[config.mk]
export PLATFORM = sky130hd
export DESIGN_NAME = adder_32_ctrl
export DESIGN_NICKNAME = d
export VERILOG_FILES = /design/src/rtl/adder_32_ctrl.sv
export SDC_FILE = /design/constraint.sdc
export NUM_CORES = 1
export LEC_CHECK = 0
export BUFFER_PORTS_ARGS = -buffer_cell sky130_fd_sc_hd__buf_2
export CAP_MARGIN = 0
export CORE_AREA = 4 4 314 316
export CTS_CLUSTER_SIZE = 16
export DETAILED_ROUTE_END_ITERATION = 7
export DIE_AREA = 0 0 318 320
export GPL_ROUTABILITY_DRIVEN = 0
export PLACE_DENSITY = 0.35
export SKIP_CTS_REPAIR_TIMING = 1
export SYNTH_ARGS = -nofsm -noshare
export SYNTH_HDL_FRONTEND = slang
export SYNTH_SLANG_ARGS = --single-unit
[constraint.sdc]
create_clock -name clk -period 9.35 [get_ports clk]
set_clock_uncertainty 0.1 [all_clocks]
set_input_delay 1.87 -clock clk [delete_from_list [all_inputs] [get_ports clk]]
set_output_delay 1.87 -clock clk [all_outputs]
set_load 0.03 [all_outputs]
[src/rtl/adder_32_ctrl.sv]
// Job sequencer for the 32-input pipelined adder tree: streams NUM_GROUPS vectors in,
// accumulates the returned partial sums and presents one saturated result per job.
module adder_32_ctrl #(
  parameter int DATA_WIDTH = 12,
  parameter int NUM_INPUTS = 32,
  parameter int GW         = 8,
  parameter int ACC_WIDTH  = 22
) (
  input  logic                             clk,
  input  logic                             reset,
  input  logic                             start,
  input  logic [GW-1:0]                    num_groups,
  input  logic                             abort,
  input  logic                             in_valid,
  output logic                             in_ready,
  input  logic [NUM_INPUTS*DATA_WIDTH-1:0] in_data,
  output logic                             adder_valid_in,
  output logic [NUM_INPUTS*DATA_WIDTH-1:0] adder_data,
  output logic                             adder_end_flag,
  input  logic                             adder_valid_out,
  input  logic [DATA_WIDTH-1:0]            adder_sum,
  output logic                             out_valid,
  input  logic                             out_ready,
  output logic [DATA_WIDTH-1:0]            out_data,
  output logic                             busy,
  output logic                             cfg_err
);

  typedef enum logic [2:0] {S_IDLE, S_FEED, S_DRAIN, S_OUT, S_FLUSH} state_e;

  localparam logic signed [ACC_WIDTH-1:0] SAT_MAX = ACC_WIDTH'((1 << (DATA_WIDTH-1)) - 1);
  localparam logic signed [ACC_WIDTH-1:0] SAT_MIN = ~SAT_MAX;

  state_e                             state_q, state_d;
  logic [GW-1:0]                      num_q, num_d;
  logic [GW-1:0]                      issue_cnt_q, issue_cnt_d;
  logic [GW-1:0]                      ret_cnt_q, ret_cnt_d;
  logic signed [ACC_WIDTH-1:0]        acc_q, acc_d;
  logic                               avin_q, avin_d;
  logic [NUM_INPUTS*DATA_WIDTH-1:0]   adata_q, adata_d;
  logic [DATA_WIDTH-1:0]              odata_q, odata_d;
  logic                               cfg_err_q, cfg_err_d;
  logic                               xfer, ret, active;

  function automatic logic [DATA_WIDTH-1:0] sat(input logic signed [ACC_WIDTH-1:0] a);
    if (a > SAT_MAX)      return SAT_MAX[DATA_WIDTH-1:0];
    else if (a < SAT_MIN) return SAT_MIN[DATA_WIDTH-1:0];
    return a[DATA_WIDTH-1:0];
  endfunction

  assign in_ready       = (state_q == S_FEED) && (issue_cnt_q < num_q);
  assign out_valid      = (state_q == S_OUT);
  assign busy           = (state_q != S_IDLE);
  assign adder_end_flag = (state_q == S_FLUSH);
  assign adder_valid_in = avin_q;
  assign adder_data     = adata_q;
  assign out_data       = odata_q;
  assign cfg_err        = cfg_err_q;

  always_comb begin
    state_d     = state_q;
    num_d       = num_q;
    issue_cnt_d = issue_cnt_q;
    ret_cnt_d   = ret_cnt_q;
    acc_d       = acc_q;
    avin_d      = 1'b0;
    adata_d     = adata_q;
    odata_d     = odata_q;
    cfg_err_d   = 1'b0;
    xfer        = in_valid && in_ready;
    ret         = adder_valid_out && ((state_q == S_FEED) || (state_q == S_DRAIN));
    active      = (state_q == S_FEED) || (state_q == S_DRAIN) || (state_q == S_OUT);

    case (state_q)
      S_IDLE: begin
        if (start && !abort) begin
          if (num_groups == '0) begin
            cfg_err_d = 1'b1;
          end else begin
            num_d       = num_groups;
            issue_cnt_d = '0;
            ret_cnt_d   = '0;
            acc_d       = '0;
            state_d     = S_FEED;
          end
        end
      end
      S_FEED, S_DRAIN: begin
        if (xfer) begin
          adata_d     = in_data;
          avin_d      = 1'b1;
          issue_cnt_d = issue_cnt_q + GW'(1);
          if (issue_cnt_d == num_q) state_d = S_DRAIN;
        end
        // The final return wins over the FEED->DRAIN move; result is captured on OUT entry.
        if (ret) begin
          acc_d     = acc_q + {{(ACC_WIDTH-DATA_WIDTH){adder_sum[DATA_WIDTH-1]}}, adder_sum};
          ret_cnt_d = ret_cnt_q + GW'(1);
          if (ret_cnt_d == num_q) begin
            state_d = S_OUT;
            odata_d = sat(acc_d);
          end
        end
      end
      S_OUT:   if (out_ready) state_d = S_IDLE;
      S_FLUSH: state_d = S_IDLE;
      default: state_d = S_IDLE;
    endcase

    if (abort && active) begin
      state_d     = S_FLUSH;
      issue_cnt_d = '0;
      ret_cnt_d   = '0;
      acc_d       = '0;
      avin_d      = 1'b0;
      adata_d     = adata_q;
      odata_d     = odata_q;
    end
  end

  always_ff @(posedge clk) begin
    if (reset) begin
      state_q     <= S_IDLE;
      num_q       <= '0;
      issue_cnt_q <= '0;
      ret_cnt_q   <= '0;
      acc_q       <= '0;
      avin_q      <= 1'b0;
      adata_q     <= '0;
      odata_q     <= '0;
      cfg_err_q   <= 1'b0;
    end else begin
      state_q     <= state_d;
      num_q       <= num_d;
      issue_cnt_q <= issue_cnt_d;
      ret_cnt_q   <= ret_cnt_d;
      acc_q       <= acc_d;
      avin_q      <= avin_d;
      adata_q     <= adata_d;
      odata_q     <= odata_d;
      cfg_err_q   <= cfg_err_d;
    end
  end

endmodule

* After elaboration in Yosys (flattened, before gate mapping) *
Cells that the tools add are included.

word-level totals
  output and inout bits = 402
  bits in registers = 447
  word-level logic and storage cells = 87
  input port bits = 411

operators by class
  order comparisons = 3
  equality and inequality tests = 14
  add/subtract/negate cells = 3
  bitwise operators = 5
  reduce and logical (&&, ||, !) cells = 23
  multiplexer cells = 29

operators by type and width
  operator                                                                        count
  22-bit two-way mux                                                              3
  22-bit case mux with 2 select lines                                             1
  12-bit two-way mux                                                              3
  8-bit two-way mux                                                               4
  8-bit case mux with 2 select lines                                              2
  3-bit two-way mux                                                               8
  22-bit adder                                                                    1
  22-bit by 12-bit > comparator with 1-bit output, second input constant          1
  22-bit by 12-bit less-than comparator with 1-bit output, second input constant  1
  8-bit by 1-bit adder with 8-bit output, second input constant                   2
  8-bit equality test                                                             2
  3-bit AND reduction                                                             4
  4-bit AND reduction                                                             3
  3-bit case mux with 3 select lines                                              1
  8-bit logical NOT                                                               1
  8-bit less-than comparator                                                      1
  2-bit inequality test, second input constant                                    4
  1-bit two-way mux                                                               7
  3-bit by 2-bit equality test with 1-bit output, second input constant           2
  3-bit inequality test, second input constant                                    2
  3-bit OR reduction                                                              2
  1-bit logical AND                                                               5
  1-bit NOT                                                                       5
  2-bit OR reduction                                                              2
  other kinds (9)                                                                 10

* Logic depth before layout (Yosys ltp) *
  depth in word-level cells = 8
  gate-level depth with buffers = 15
  mapped depth without buffers = 13

* Worst setup path before layout *
No wires, ideal clock.

  path type = input-to-reg
  from = input port adder_sum[0]
  to = register odata_q[4], in the netlist out_data[4]
  stages = 14
  library setup time = 0.080 ns
  required time = 9.170 ns
  path slack = 4.265 ns
  path buffers = 1
  arrival = 4.904 ns
  path through = ha_1 -> inv_1 -> fa_1 -> nand2b_1 -> a21oi_1 -> o21ai_2 -> nand3_1 -> nand3_1 -> or4_1 -> or4b_1 -> o41ai_2 -> buf_6 -> nand2_1 -> a211oi_2

on the way
  longest elaborated chain between the ends = 8
  elaborated cells between the ends (all ways) = 10
  those cells by class = add/sub: 1; order compare: 2; mux: 7

RTL lines
  element                                                  line  RTL
  from (decl)                                              21    input logic [DATA_WIDTH-1:0] adder_sum,
  22-bit adder (*)                                         97    acc_d = acc_q + {{(ACC_WIDTH-DATA_WIDTH){adder_sum[DATA_WIDTH-1]}}, adder_sum};
  22-bit by 12-bit less-than comparator with 1-bit output  47    else if (a < SAT_MIN) return SAT_MIN[DATA_WIDTH-1:0];
  1-bit two-way mux                                        47
  1-bit two-way mux                                        46    if (a > SAT_MAX) return SAT_MAX[DATA_WIDTH-1:0];
  1-bit two-way mux                                        99    if (ret_cnt_d == num_q) begin
  1-bit two-way mux                                        96    if (ret) begin
  1-bit two-way mux                                        74    case (state_q)
  12-bit two-way mux (*)                                   48    return a[DATA_WIDTH-1:0];
  to (signal assigned)                                     140   odata_q <= odata_d;
  to (decl)                                                41    logic [DATA_WIDTH-1:0] odata_q, odata_d;

Mark *: on every way between the ends. The rest lies on a longest branch, timed or not. The select of a mux whose other input is x is not followed.
A chain may end at the register's enable or synchronous reset.

* Final worst setup path *
  from = input port adder_sum[0]
  to = register odata_q[7], in the netlist out_data[7]

The elaborated chain is that of the path after synthesis.

==> results.md <==
* Die Y at 320 um
* NumNets Final at 3410
* Net Sw Frac at 25.7%
* CP peak stage delay at 920 ps
* Drt first-iter violations at 1054
* FF+latch count, synth at 447
* Number of port buffers at 812
* Most Frequent Cell on Critical Path: a21oi_1
* Post-DP HPWL at 60700 um
* Cell Pwr Density at 187 nW/um^2
* Post-Syn Area at 17400 sq um
* Count of unique library cells instantiated by Yosys at 63
* # DRC at 0
* CP Data Required Time at 9700 ps
* CP Buf/Inv Count at 3
* Tmin final at 4970 ps
* Clock Power Share at 49.0%
* Internal at 3420 uW
* Sequential power share at 42.6%
* CTS clk-pin slew, worst paths at 60 ps
* Seq/Total Area, Yosys at 51.5%
* Largest net degree at the start of global routing at 187
* Area Growth Syn to Fin at 41.3%
* Hold Vio Cnt, Final at 0
* IO Count at 813
* Share of cells above drive strength 1 at 31.5%
* Gate power share at 8.4%
* Top cell family by delay on the critical path: compound AO/OA/AOI/OAI gates
* Setup TNS at 0 ps
* Total die area at 102000 sq um
* Peak supply drop at 0.139 mV
* Setup slack, reg-to-reg at 4730 ps
* Crit path capture type: flop
* Slew Limit Fails at 0
* CTS tree: built
* Root Buffer: clkbuf_16
* Critical path class: in2reg
* Initial antenna violation count at 30
* Worst-path fanout max at 11
* Fill count at 10.7k
* CTS sink count at 447
* HP Class: reg2reg
* Net switching power at 1180 uW
* Finished Layout Cells at 4294
* Worst Tran Pin Value at 1150 ps
* Critical-path cell list: buf_2, ha_1, inv_1, fa_1, nand2b_1, a21oi_1, o21ai_2, a31oi_1, a21oi_1, a21oi_1, xnor2_1, inv_1, o41ai_4, a211oi_2
* Post-route ant nets at 0
* Row count at 114
* Startpoint Class: primary input
* Min Hold Slack at 348 ps
* Initial core utilization at 18.1%
* LEAKAGE at 0.0105 uW
* First-pass GRT wire length at 119000 um
* Grt ovf at 0
* H-Tree Depth at 2
* Asr flop ratio synth at 0%
* Setup-failing EPs final at 0
* Final wirelength at 82400 um
* DP Cell Count at 4184
* Max_cap viols at 0
* Syn Area/Cell at 7.78 sq um
* Drt first pass iters at 7
* Core footprint at 96000 sq um
* Largest buffer count on any clock path at 3
* Die X at 318 um
* RSZ-0062 raised after global routing: false
* Number of global-route vias before repair at 17.5k
* Tcrit/Tclk final at 53.1%
* Clock Latency Late Sink at 620 ps
* Result of the run: finished, final reports clean
* Slowest cell on the critical path: o41ai_4
* Max Clock Freq at 201 MHz
* DR WL/cell at 19.2 um
* WP data arrival at 5320 ps
* GRT Total Usage at 15.4%
* Detailed-route vias per instance at 4.09
* Syn Inst Count at 2236
* Post-synth EDFFs at 0
* Total CTS buffers at 57
* Syn nets at 2679
* Total number of vias at 17.6k
* Synth Flop Type: dfxtp_1
* YS warnings at 0
* Worst relative slew slack at 23.1%
-- power groups by stage --
| stage | clock network [uW] | registers (uW) | logic, uW |
|---|---|---|---|
| 6_report | 2250 | 1960 | 388 |
| 5_1_grt | 2410 | 1960 | 427 |
| 4_1_cts | 2350 | 1960 | 395 |
| 3_5_place_dp | 0 | 2000 | 394 |
| 3_3_place_gp | 0 | 2000 | 396 |
| 2_1_floorplan | 0 | 2050 | 159 |
-- registers in the layout, summed over array words and instances, names as in the netlist --
signal and flops:
cfg_err 1, state_q 3, num_q 8, issue_cnt_q 8
adder_valid_in 1, ret_cnt_q 8, acc_q 22, out_data 12
adder_data 384
-- tightest hold or removal path: stages (launching register included) --
cell and delay (ps):
dfxtp_1 300, nand2_1 50, a21oi_1 50
-- cell usage after synthesis, types with 3 or more instances --
cell | instances | area share, %
or3b_2 | 4 | 0.20
xor2_1 | 17 | 0.86
o21ai_0 | 21 | 0.60
nor4_1 | 4 | 0.14
buf_2 | 4 | 0.12
a211oi_1 | 7 | 0.30
or3_1 | 7 | 0.25
or2_2 | 4 | 0.14
nor3_1 | 12 | 0.35
buf_1 | 9 | 0.19
and4_1 | 3 | 0.15
o21a_1 | 4 | 0.17
xnor2_1 | 19 | 0.96
nor2b_1 | 5 | 0.18
nor2_1 | 65 | 1.4
a211oi_2 | 11 | 0.79
clkbuf_1 | 140 | 3.0
a21o_1 | 10 | 0.43
and2_1 | 8 | 0.29
nand3_1 | 33 | 0.95
and3_1 | 4 | 0.14
a31oi_1 | 9 | 0.32
ha_1 | 31 | 2.2
inv_1 | 19 | 0.41
nand2_1 | 833 | 18
a21oi_1 | 442 | 13
dfxtp_1 | 447 | 51
nand4_1 | 6 | 0.22
nand2b_1 | 11 | 0.40
a22oi_1 | 4 | 0.17
-- cell usage in the layout, fill, tap and decap left out, types with 6 or more instances in the layout --
cell	n
nor2_1	64
xnor2_1	19
dfxtp_1	447
nand3_1	33
and2_1	8
a31oi_1	9
clkbuf_8	14
clkinv_2	7
a211oi_2	11
a21o_1	10
a211oi_1	7
inv_1	19
nand4_1	6
diode_2	10
ha_1	31
clkbuf_1	10
nand2b_1	11
or3_1	7
nor3_1	12
o21ai_0	21
a21oi_1	442
xor2_1	17
nand2_1	833
buf_2	811
clkbuf_16	57
buf_4	11
-- per-layer routing --
metal | vias to the layer above | track usage [%] | routed length [um]
met5 | - | 0 | 69
met4 | 12 | 3.60 | 1820
met3 | 126 | 4.92 | 5730
met2 | 477 | 27.8 | 42100
met1 | 8129 | 17.6 | 32700
li1 | 8832 | - | -
-- path summary, 6_finish.rpt --
check	from	to	cells after the start
min reg2reg	adder_data[162]	adder_data[162]	2
max	adder_sum[0]	out_data[7]	14
min	adder_data[162]	adder_data[162]	2
max reg2reg	num_q[1]	adder_data[72]	15
-- cell type report --
cell class,instances,area (sq um),share of cell area [%]
inverter,19,71.3,0.290
sequential,447,8950,36.4
clock buffer,81,1660,6.74
multi-input combinational,1615,7790,31.7
clock inverter,19,244,0.993
antenna,10,25.0,0.102
timing repair buffer,827,4240,17.2
tap,1276,1600,6.50
-- metrics by stage --
| stage | setup WS (ps) | power (uW) | cell area (sq um) | util [%] |
|---|---|---|---|---|
| 6_report | 4380 | 4600 | 24600 | 25.6 |
| 2_1_floorplan | 4270 | 2210 | 17400 | - |
| 3_3_place_gp | 3790 | 2390 | 22600 | 23.6 |
| 5_1_grt | 4080 | 4800 | 24600 | 25.6 |
| 3_5_place_dp | 3770 | 2390 | 22600 | 23.6 |
| 4_1_cts | 4370 | 4700 | 24500 | 25.6 |
-- kinds of logic after synthesis --
family          Yosys count  share of synthesized area (%)
fa+ha+maj                32                           2.35
compound gates          532                           16.9
buf+inv                 174                           3.85
simple gates           1013                           23.5
mux                       1                         0.0576
xor+xnor                 37                           1.94
flops                   447                           51.5
Power figures use the tool's default switching activity.
